`config.mk`:
```
export PLATFORM = sky130hd
export DESIGN_NAME = tc_psum_sched
export DESIGN_NICKNAME = d
export VERILOG_FILES = /design/src/rtl/tc_psum_sched.sv
export SDC_FILE = /design/constraint.sdc
export NUM_CORES = 1
export LEC_CHECK = 0
export CAP_MARGIN = 40
export CORE_AREA = 8 8 395 397
export DETAILED_ROUTE_END_ITERATION = 16
export DIE_AREA = 0 0 403 405
export PLACE_DENSITY = 0.32
export SLEW_MARGIN = 30
export SYNTH_ARGS = -nofsm -noshare
export SYNTH_HDL_FRONTEND = slang
export SYNTH_SLANG_ARGS = --single-unit
```
`constraint.sdc`:
```
create_clock -name clk -period 2.4 [get_ports clk]
set_clock_uncertainty 0.2 [all_clocks]
set_input_delay 0.48 -clock clk [delete_from_list [all_inputs] [get_ports clk]]
set_output_delay 0.48 -clock clk [all_outputs]
set_load 0.02 [all_outputs]
```
`src/rtl/tc_psum_sched.sv`:
```
// Partial-sum accumulator scheduler: streams TILE_M x TILE_N partial tiles into the
// accumulator in cb/rb/k order, inserting bubble/flush commits, then hands off the result.
module tc_psum_sched #(
   parameter int M       = 16,
   parameter int N       = 16,
   parameter int TILE_M  = 4,
   parameter int TILE_N  = 4,
   parameter int K_STEPS = 2,
   parameter int DW_DATA = 32,
   parameter int DW_POS  = 4
) (
   input  logic                               clk,
   input  logic                               rst,
   input  logic                               start,
   output logic                               busy,
   input  logic                               in_valid,
   output logic                               in_ready,
   input  logic [TILE_M*TILE_N*DW_DATA-1:0]   in_data,
   output logic [DW_POS-1:0]                  ps_col,
   output logic [DW_POS-1:0]                  ps_row,
   output logic [TILE_M*TILE_N*DW_DATA-1:0]   ps_in,
   output logic                               ps_input_en,
   output logic                               ps_out_en,
   input  logic                               out_ready,
   output logic                               done
);
   localparam int NRB = M / TILE_M;
   localparam int NCB = N / TILE_N;
   localparam int KW  = (K_STEPS > 1) ? $clog2(K_STEPS) : 1;
   localparam int RBW = (NRB > 1) ? $clog2(NRB) : 1;
   localparam int CBW = (NCB > 1) ? $clog2(NCB) : 1;

   typedef enum logic [2:0] {S_IDLE, S_RUN, S_BUBBLE, S_FLUSH, S_DRAIN} state_t;

   state_t         state, state_nx;
   logic [KW-1:0]  k_cnt, k_nx;
   logic [RBW-1:0] rb, rb_nx;
   logic [CBW-1:0] cb, cb_nx;

   logic k_last, rb_last, cb_last;
   assign k_last  = (k_cnt == KW'(K_STEPS - 1));
   assign rb_last = (rb == RBW'(NRB - 1));
   assign cb_last = (cb == CBW'(NCB - 1));
   assign busy    = (state != S_IDLE);

   always_ff @(posedge clk) begin
      if (rst) begin
         state <= S_IDLE;
         k_cnt <= '0;
         rb    <= '0;
         cb    <= '0;
      end else begin
         state <= state_nx;
         k_cnt <= k_nx;
         rb    <= rb_nx;
         cb    <= cb_nx;
      end
   end

   // ps_in defaults to zero: the accumulator adds whatever it sees while the column matches.
   always_comb begin
      state_nx    = state;
      k_nx        = k_cnt;
      rb_nx       = rb;
      cb_nx       = cb;
      in_ready    = 1'b0;
      ps_col      = '0;
      ps_row      = '0;
      ps_in       = '0;
      ps_input_en = 1'b0;
      ps_out_en   = 1'b0;
      done        = 1'b0;
      case (state)
         S_IDLE: begin
            if (start) begin
               state_nx = S_RUN;
               k_nx     = '0;
               rb_nx    = '0;
               cb_nx    = '0;
            end
         end
         S_RUN: begin
            in_ready    = 1'b1;
            ps_input_en = 1'b1;
            ps_row      = DW_POS'(rb * TILE_M);
            ps_col      = DW_POS'(cb * TILE_N);
            if (in_valid) begin
               ps_in = in_data;
               if (k_last) begin
                  k_nx = '0;
                  if (rb_last) begin
                     rb_nx = '0;
                     if (cb_last) begin
                        state_nx = S_FLUSH;
                     end else begin
                        cb_nx    = cb + CBW'(1);
                        state_nx = S_BUBBLE;
                     end
                  end else begin
                     rb_nx = rb + RBW'(1);
                  end
               end else begin
                  k_nx = k_cnt + KW'(1);
               end
            end
         end
         S_BUBBLE: begin
            // Column change makes the accumulator write back the previous block.
            ps_input_en = 1'b1;
            ps_col      = DW_POS'(cb * TILE_N);
            state_nx    = S_RUN;
         end
         S_FLUSH: begin
            // Column 0 differs from the last block's column, forcing its commit.
            ps_input_en = 1'b1;
            state_nx    = S_DRAIN;
         end
         S_DRAIN: begin
            ps_out_en = 1'b1;
            if (out_ready) begin
               done     = 1'b1;
               state_nx = S_IDLE;
            end
         end
         default: state_nx = S_IDLE;
      endcase
   end
endmodule
```
== Yosys cells after proc, flatten, opt, wreduce, memory -nomap -nowiden ==
Cells that the tools add are included.

* Register bits: 8
* Logic and storage cells: 58
* Input port bits: 517
* Output and inout bits: 525

* $add $sub $neg: 3
* Reduce and logical (&&, ||, !) cells: 9
* Multiplexer cells: 30
* Equal/unequal tests: 12

{| class="wikitable"
|+ Operators by type and width
! kind !! number
|-
| $mux W512 || 2
|-
| $mux W2 || 8
|-
| $mux W3 || 5
|-
| $pmux W3 S5 || 1
|-
| $ne A2 B2 Y1 const B || 6
|-
| $mux W1 || 9
|-
| $mux W4 || 2
|-
| $pmux W2 S2 || 2
|-
| $eq A3 B2 Y1 const B || 2
|-
| $reduce_and A6 Y1 || 1
|-
| $reduce_and A5 Y1 || 1
|-
| $add A2 B1 Y2 const B || 2
|-
| $eq A2 B2 Y1 const B || 2
|-
| $reduce_and A4 Y1 || 1
|-
| $eq A3 B1 Y1 const B || 1
|-
| $eq A3 B3 Y1 const B || 1
|-
| $logic_not A3 Y1 || 1
|-
| $reduce_and A3 Y1 || 1
|-
| $reduce_bool A3 Y1 || 1
|-
| $reduce_or A3 Y1 || 1
|-
| $pmux W1 S2 || 1
|-
| $reduce_bool A2 Y1 || 1
|-
| $reduce_or A2 Y1 || 1
|-
| $add A1 B1 Y1 const B || 1
|}

== Logic depth before layout (Yosys ltp) ==
Gate-level depths: netlist of the first run.

* Depth after elaboration: 6
* Gate-level depth with buffers: 6
* Mapped depth without buffers: 4

== Worst setup path after synthesis of the first run ==
Ideal clock, no wire load.

* Path type: input-to-output
* Start point: input in_valid
* End point: output ps_in[207]
* Cell stages on the path: 5
* Slack: 300 ps
* Arrival time: 1420 ps
* Buffers on the path: 3
* Data required time: 1720 ps
* Cells stage by stage: nor4bb_4 buf_6 buf_4 buf_4 and2_1

* Word-level cells in the longest chain between the ends: 2

{| class="wikitable"
|+ Ends and longest elaborated chain
! what !! line !! source
|-
| start, declared || 16 || <nowiki>input logic in_valid,</nowiki>
|-
| $mux W512 || 87 || <nowiki>if (in_valid) begin</nowiki>
|-
| $mux W512 || 73 || <nowiki>case (state)</nowiki>
|-
| end, declared || 21 || <nowiki>output logic [TILE_M*TILE_N*DW_DATA-1:0] ps_in,</nowiki>
|}

No other way between the ends.

== Worst setup path after layout of the first run ==
* Start point: register state[1]
* End point: output ps_in[306]

* Word-level cells in the longest chain between the ends: 2

{| class="wikitable"
|+ Ends and longest elaborated chain
! what !! line !! source
|-
| start, declared || 35 || <nowiki>state_t state, state_nx;</nowiki>
|-
| start signal, assigned || 53 || <nowiki>state <= state_nx;</nowiki>
|-
| $eq A3 B1 Y1 || 73 ||
|-
| $mux W512 || 73 ||
|}

No other way between the ends.

==> flow_summary_export.csv, run 1 <==
group,metric,value,unit
placed_design,port-buffer-count,1037,
clocking,clock_path_buffers,2,
finish,nNetsFinal,2268,
detailed_routing,drt-initial-drc-count,472,
critical_path,path_class,"flop to output port",
sta,report.final.setup_viol,469,
clocking,numCtsBuffers,3,
detailed_routing,drt-total-wl,144000,µm
detailed_routing,detail-route-antenna-nets,0,
global_routing,grt_overflow,0,
clocking,cts_root_buffer,"clkbuf_16",
sta,postLayoutSetupSlackWorst,-257,ps
finish,most-common-layout-cells,"clkdlybuf4s50_1 (516), and2_4 (442), buf_12 (323)",
yosys,synth_seq_cells,8,
critical_path,start_kind,"flop",
global_routing,antenna_found_initial,248,
global_routing,grt_max_degree,38,
sta,drv_slew,0,
finish,fill_cells,16700,
power,power_density,376,nW/µm²
yosys,synth_cell_types,28,
sta,whs,292,ps
critical_path,crit_arrival,1980,ps
power,p_seq_frac,0.018,
sta,rsz0062_at_grt,"true",
detailed_routing,vias,10200,
outcome,violations,"setup timing",
floorplan,io_pins,1042,
finish,postLayoutCellArea,23300,µm²
placed_design,placed_cells,3584,
outcome,status,"finished with violations",
finish,stdcell_count,3756,
finish,drive_gt1_frac,0.623,
finish,syn_to_final_growth,444,%
critical_path,critPathRequiredTime,1720,ps
finish,regArea,164,µm²
power,clkPwrFrac,0.032,
critical_path,end_kind,"output port",
yosys,synth_warnings,0,
critical_path,cp_max_fo,6,
yosys,synth_area,4280,µm²
power,p_comb_frac,0.950,
power,power,0.00875,W
yosys,synth-seq-area-share,0.0374,
placed_design,placed_area,19600,µm²
sta,fin_crit,2660,ps
power,swShare,0.423,
clocking,path_clk_slew,40,ps
floorplan,core,149000,µm²
finish,mostFrequentLayoutCell,"clkdlybuf4s50_1",
placed_design,place_ws,-942,ps
power,internal_power,0.00505,W
clocking,cts_tree,"yes",
clocking,cts_htree_levels,1,
power,power.leakage,9.55,nW
detailed_routing,route.detailed.drc,0,
clocking,hold_buffers,0,
global_routing,grt_pass1_vias,9390,
detailed_routing,avgViaCountPerCell,2.71,
floorplan,die-height,405,µm
hold_path,hold_path.class,"flop to flop",
power,switching_power,0.00370,W
flow_run,drv_cap,0,
floorplan,chipWidth,403,µm
clocking,clock_latency,240,ps
floorplan,initial_core_util,0.0287,
floorplan,row_count,142,
clocking,clkSinkCount,8,
detailed_routing,wl_per_cell,38.2,µm
placed_design,dpl.hpwl,128000,µm
yosys,syn-instance-count,637,
detailed_routing,firstDrtPassIters,4,
global_routing,grt_pass1_wl,160000,µm
power,irDropWorstVdd,0.201,mV
floorplan,die_area,163000,µm²
global_routing,gr-usage-all-layers,0.159,
finish,multi_input_area,4700,µm²
yosys,avgSynthCellArea,6.72,µm²
sta,hold_viol,0,
sta,fin_crit_sh,1.11,
placed_design,gp_congestion,0.882,
sta,fmax,0.376,GHz
==> worst max-delay path, stage by stage, from the launching register on <==
cell	delay, ps
dfxtp_2	320
nor4bb_4	280
buf_6	150
buf_12	150
buf_12	170
buf_12	160
clkbuf_16	180
and2_4	180
buf_12	120
==> layout make-up <==
type | instances | share of cell area
clock buffer | 3 | 0.00322
timing repair buffer | 1169 | 0.677
sequential | 8 | 0.00703
antenna | 65 | 0.00698
tap | 1944 | 0.104
multi-input combinational | 567 | 0.202
==> cell families after synthesis <==
family,Yosys count,share of synthesized area
xor gates and xnor gates,1,0.00205
and+or+nand+nor,547,0.801
buffers and inverters,65,0.127
other,1,0.000876
muxes,6,0.0140
AOI/OAI and AO/OA,7,0.0120
adders and majority gates,2,0.00584
DFF,8,0.0374
==> worst paths after layout <==
path,slack [ps],startpoint,endpoint,cells past startpoint
setup reg to reg,770,state[2],cb[1],4
hold / removal,290,cb[1],cb[1],2
hold reg to reg,290,cb[1],cb[1],2
setup / recovery,-260,state[1],ps_in[306],8
==> power groups by stage <==
stage	Combinational [W]	Clock [W]	Sequential, W
floorplan	0.00196	0	0.000156
global placement	0.00645	0	0.000157
detailed placement	0.00644	0	0.000157
CTS	0.00738	0.000290	0.000156
global route	0.00862	0.000299	0.000157
finish	0.00831	0.000284	0.000156
==> registers in the layout, summed over array words and instances, names as in the netlist <==
signal	flops
state	3
k_cnt	1
rb	2
cb	2
==> per-layer routing <==
layer  share of wire  global-route usage  vias to the layer above  routed length, µm
met1            0.34               0.159                     4765              48700
met5          0.0086                   0                        -               1240
met2            0.51               0.291                      713              73500
met3            0.13               0.104                      264              18500
met4           0.010             0.00947                      190               1490
li1                -                   -                     4245                  -
==> stage by stage <==
| stage | setup TNS (ps) | utilization |
|---|---|---|
| global route | -117990 | 0.155 |
| detailed placement | -363100 | 0.131 |
| global placement | -351740 | 0.131 |
| floorplan | 0 | - |
| CTS | -101550 | 0.140 |
| finish | -78320 | 0.156 |
==> cells in the mapped netlist, drive strengths merged <==
library cell	instances	share of area
and2	517	0.76
nor4bb	1	0.0058
and3	1	0.0015
nand3	1	0.0012
and4	1	0.0020
a22oi	1	0.0018
nand3b	5	0.0088
or2	1	0.0015
o21ai	1	0.0012
mux2i	6	0.014
a221oi	1	0.0035
xnor2	1	0.0020
clkbuf	12	0.013
dfxtp	8	0.037
or3	1	0.0015
nor2	6	0.0053
buf	53	0.11
nand2b	8	0.012
a21oi	3	0.0035
conb	1	0.00088
ha	2	0.0058
nor3b	1	0.0029
nor3	1	0.0012
a211o	1	0.0020
nand2	3	0.0026
==> what timing repair did <==
action | 4_1_cts | 5_1_grt
gates resized for setup | 886 | 619
pin swaps | 51 | 161
gates cloned | 21 | 29
endpoints found under the setup margin | 514 | 510
buffers inserted | 37 | 27
No activity file was read; power rests on OpenSTA's default activity.
==> inputs of run 2 (changes only) <==
Settings changed: CORE_AREA 8 8 395 397 to 8 8 396 398, DIE_AREA 0 0 403 405 to 0 0 404 406, DONT_BUFFER_PORTS set to 1, PLACE_DENSITY 0.32 to 0.3.
==> flow_summary_export.csv, run 2 (same netlist as run 1, synthesis figures left out) <==
group,metric,value,unit
critical_path,crit_arrival,1950,ps
placed_design,dpl.hpwl,124000,µm
detailed_routing,firstDrtPassIters,5,
hold_path,hold_depth,1,
critical_path,cp_top_family,"buffers and inverters",
detailed_routing,avgViaCountPerCell,2.42,
clocking,path_clk_slew,40,ps
critical_path,path_class,"flop to output port",
finish,largest_register_ffs,3,
critical_path,cpMaxStageDelayCell,"dfxtp_2",
critical_path,critPathRequiredTime,1720,ps
finish,largest-register,"state",
clocking,clock_path_buffers,2,
finish,reg_top3,"state x3, cb x2, rb x2",
flow_run,drv_cap,0,
floorplan,core,151000,µm²
clocking,clkSinkCount,8,
finish,postLayoutCellArea,15700,µm²
floorplan,chipWidth,404,µm
hold_path,hold_path.class,"primary input to flop",
finish,nNetsFinal,1515,
placed_design,placed_area,13000,µm²
floorplan,io_pins,1042,
clocking,numCtsBuffers,3,
sta,fin_crit_sh,1.09,
global_routing,grt_max_degree,57,
global_routing,grt_pass1_vias,6512,
sta,whs,132,ps
hold_path,hold_end,"k_cnt",
critical_path,timing.rr.start,"state[2]",
clocking,clock_latency,230,ps
critical_path,cp_max_fo,7,
outcome,violations,"setup timing",
sta,rsz0062_at_grt,"true",
critical_path,cpPeakStageDelay,330,ps
critical_path,rrSetupSlack,760,ps
detailed_routing,route.detailed.drc,0,
sta,postLayoutSetupSlackWorst,-228,ps
clocking,hold_buffers,0,
floorplan,die_area,164000,µm²
detailed_routing,vias,7550,
sta,fmax,0.381,GHz
finish,most-common-layout-cells,"and2_4 (383), buf_12 (343), and2_1 (127)",
detailed_routing,detail-route-antenna-nets,0,
critical_path,cpMostUsedCell,"buf_12",
hold_path,min_from,"rst",
clocking,cts_tree,"yes",
finish,final_util,0.104,
global_routing,gr-usage-all-layers,0.152,
finish,mostFrequentLayoutCell,"and2_4",
placed_design,gp_congestion,0.877,
critical_path,r2r-end,"cb[0]",
critical_path,ff2ff_path_depth,4,
critical_path,end_kind,"output port",
global_routing,antenna_found_initial,278,
outcome,status,"finished with violations",
finish,syn_to_final_growth,268,%
finish,drive_gt1_frac,0.819,
sta,drv_slew,0,
power,power.leakage,5.79,nW
critical_path,path_buf_inv,7,
power,power,0.00674,W
critical_path,start_kind,"flop",
detailed_routing,drt-initial-drc-count,481,
floorplan,row_count,143,
detailed_routing,wl_per_cell,43.7,µm
critical_path,cp.depth,9,
placed_design,port-buffer-count,0,
clocking,cts_root_buffer,"clkbuf_16",
sta,fin_crit,2630,ps
floorplan,initial_core_util,0.0284,
sta,hold_viol,0,
power,irDropWorstVdd,0.168,mV
detailed_routing,drt-total-wl,136000,µm
power,power_density,428,nW/µm²
clocking,cts_htree_levels,1,
placed_design,place_ws,-545,ps
floorplan,die-height,406,µm
critical_path,crit_path_start,"state[1]",
sta,report.final.setup_viol,498,
global_routing,grt_pass1_wl,149000,µm
critical_path,path_cells,"nor4bb_4, buf_4, buf_16, buf_12, buf_12, buf_8, buf_16, and2_4, buf_12",
global_routing,grt_overflow,0,
## run 2: cell count changes in the layout (fill, tap and decap cells not counted), sizes merged
cell / previous run / this run
clkbuf: 32 / 17
diode: 65 / 97
buf: 603 / 402
clkdlybuf4s50: 516 / 0
clkdlybuf4s15: 4 / 0
dlymetal6s2s: 17 / 0
## run 2: metal layers
layer / part of all wire / global-route usage
met2: 0.47 / 0.253
met3: 0.20 / 0.149
met1: 0.32 / 0.142
met5: 0.0094 / 0
met4: 0.011 / 0.00813
## run 2: cell type report
type	instances	area (µm²)
diodes	97	243
clock buffers	3	75.1
fillers	17400	135000
multi-input cells	567	4560
flip-flops and latches	8	161
well taps	2030	2540
repair buffers	416	8160
## run 2: worst max-delay path by stage
stage	end	slack (ps)
3_5_place_dp	ps_in[410]	-550
4_1_cts	ps_in[139]	-260
5_1_grt	ps_in[264]	-290
3_3_place_gp	ps_in[410]	-570
6_report	ps_in[264]	-230
2_1_floorplan	ps_in[207]	300
## run 2: what timing repair did
| action | 4_1_cts | 5_1_grt |
|---|---|---|
| cloned | 18 | 20 |
| pin swaps | 95 | 117 |
| resized for setup | 288 | 315 |
| setup endpoints to repair | 494 | 498 |
| setup buffers | 20 | 13 |
## run 2: report_power, final
part	internal, W	total, W	switching (W)
clock network	0.000214	0.000271	0.0000574
logic	0.00322	0.00632	0.00309
registers	0.000146	0.000156	0.0000101
## run 2: worst register-to-register path: cells and delay by family (launching register included)
kind | cells | cell delay, ps
AO/OA/AOI/OAI | 1 | 290
multiplexers | 1 | 230
flip-flops | 1 | 330
buffers and inverters | 1 | 180
AND/OR/NAND/NOR | 1 | 340
## run 2: stage by stage
step	cells	setup TNS [ps]
after floorplan	640	0
after global placement	2955	-74710
after detailed placement	2955	-64530
after CTS	2996	-78660
after global routing	3055	-89420
final	3121	-54250
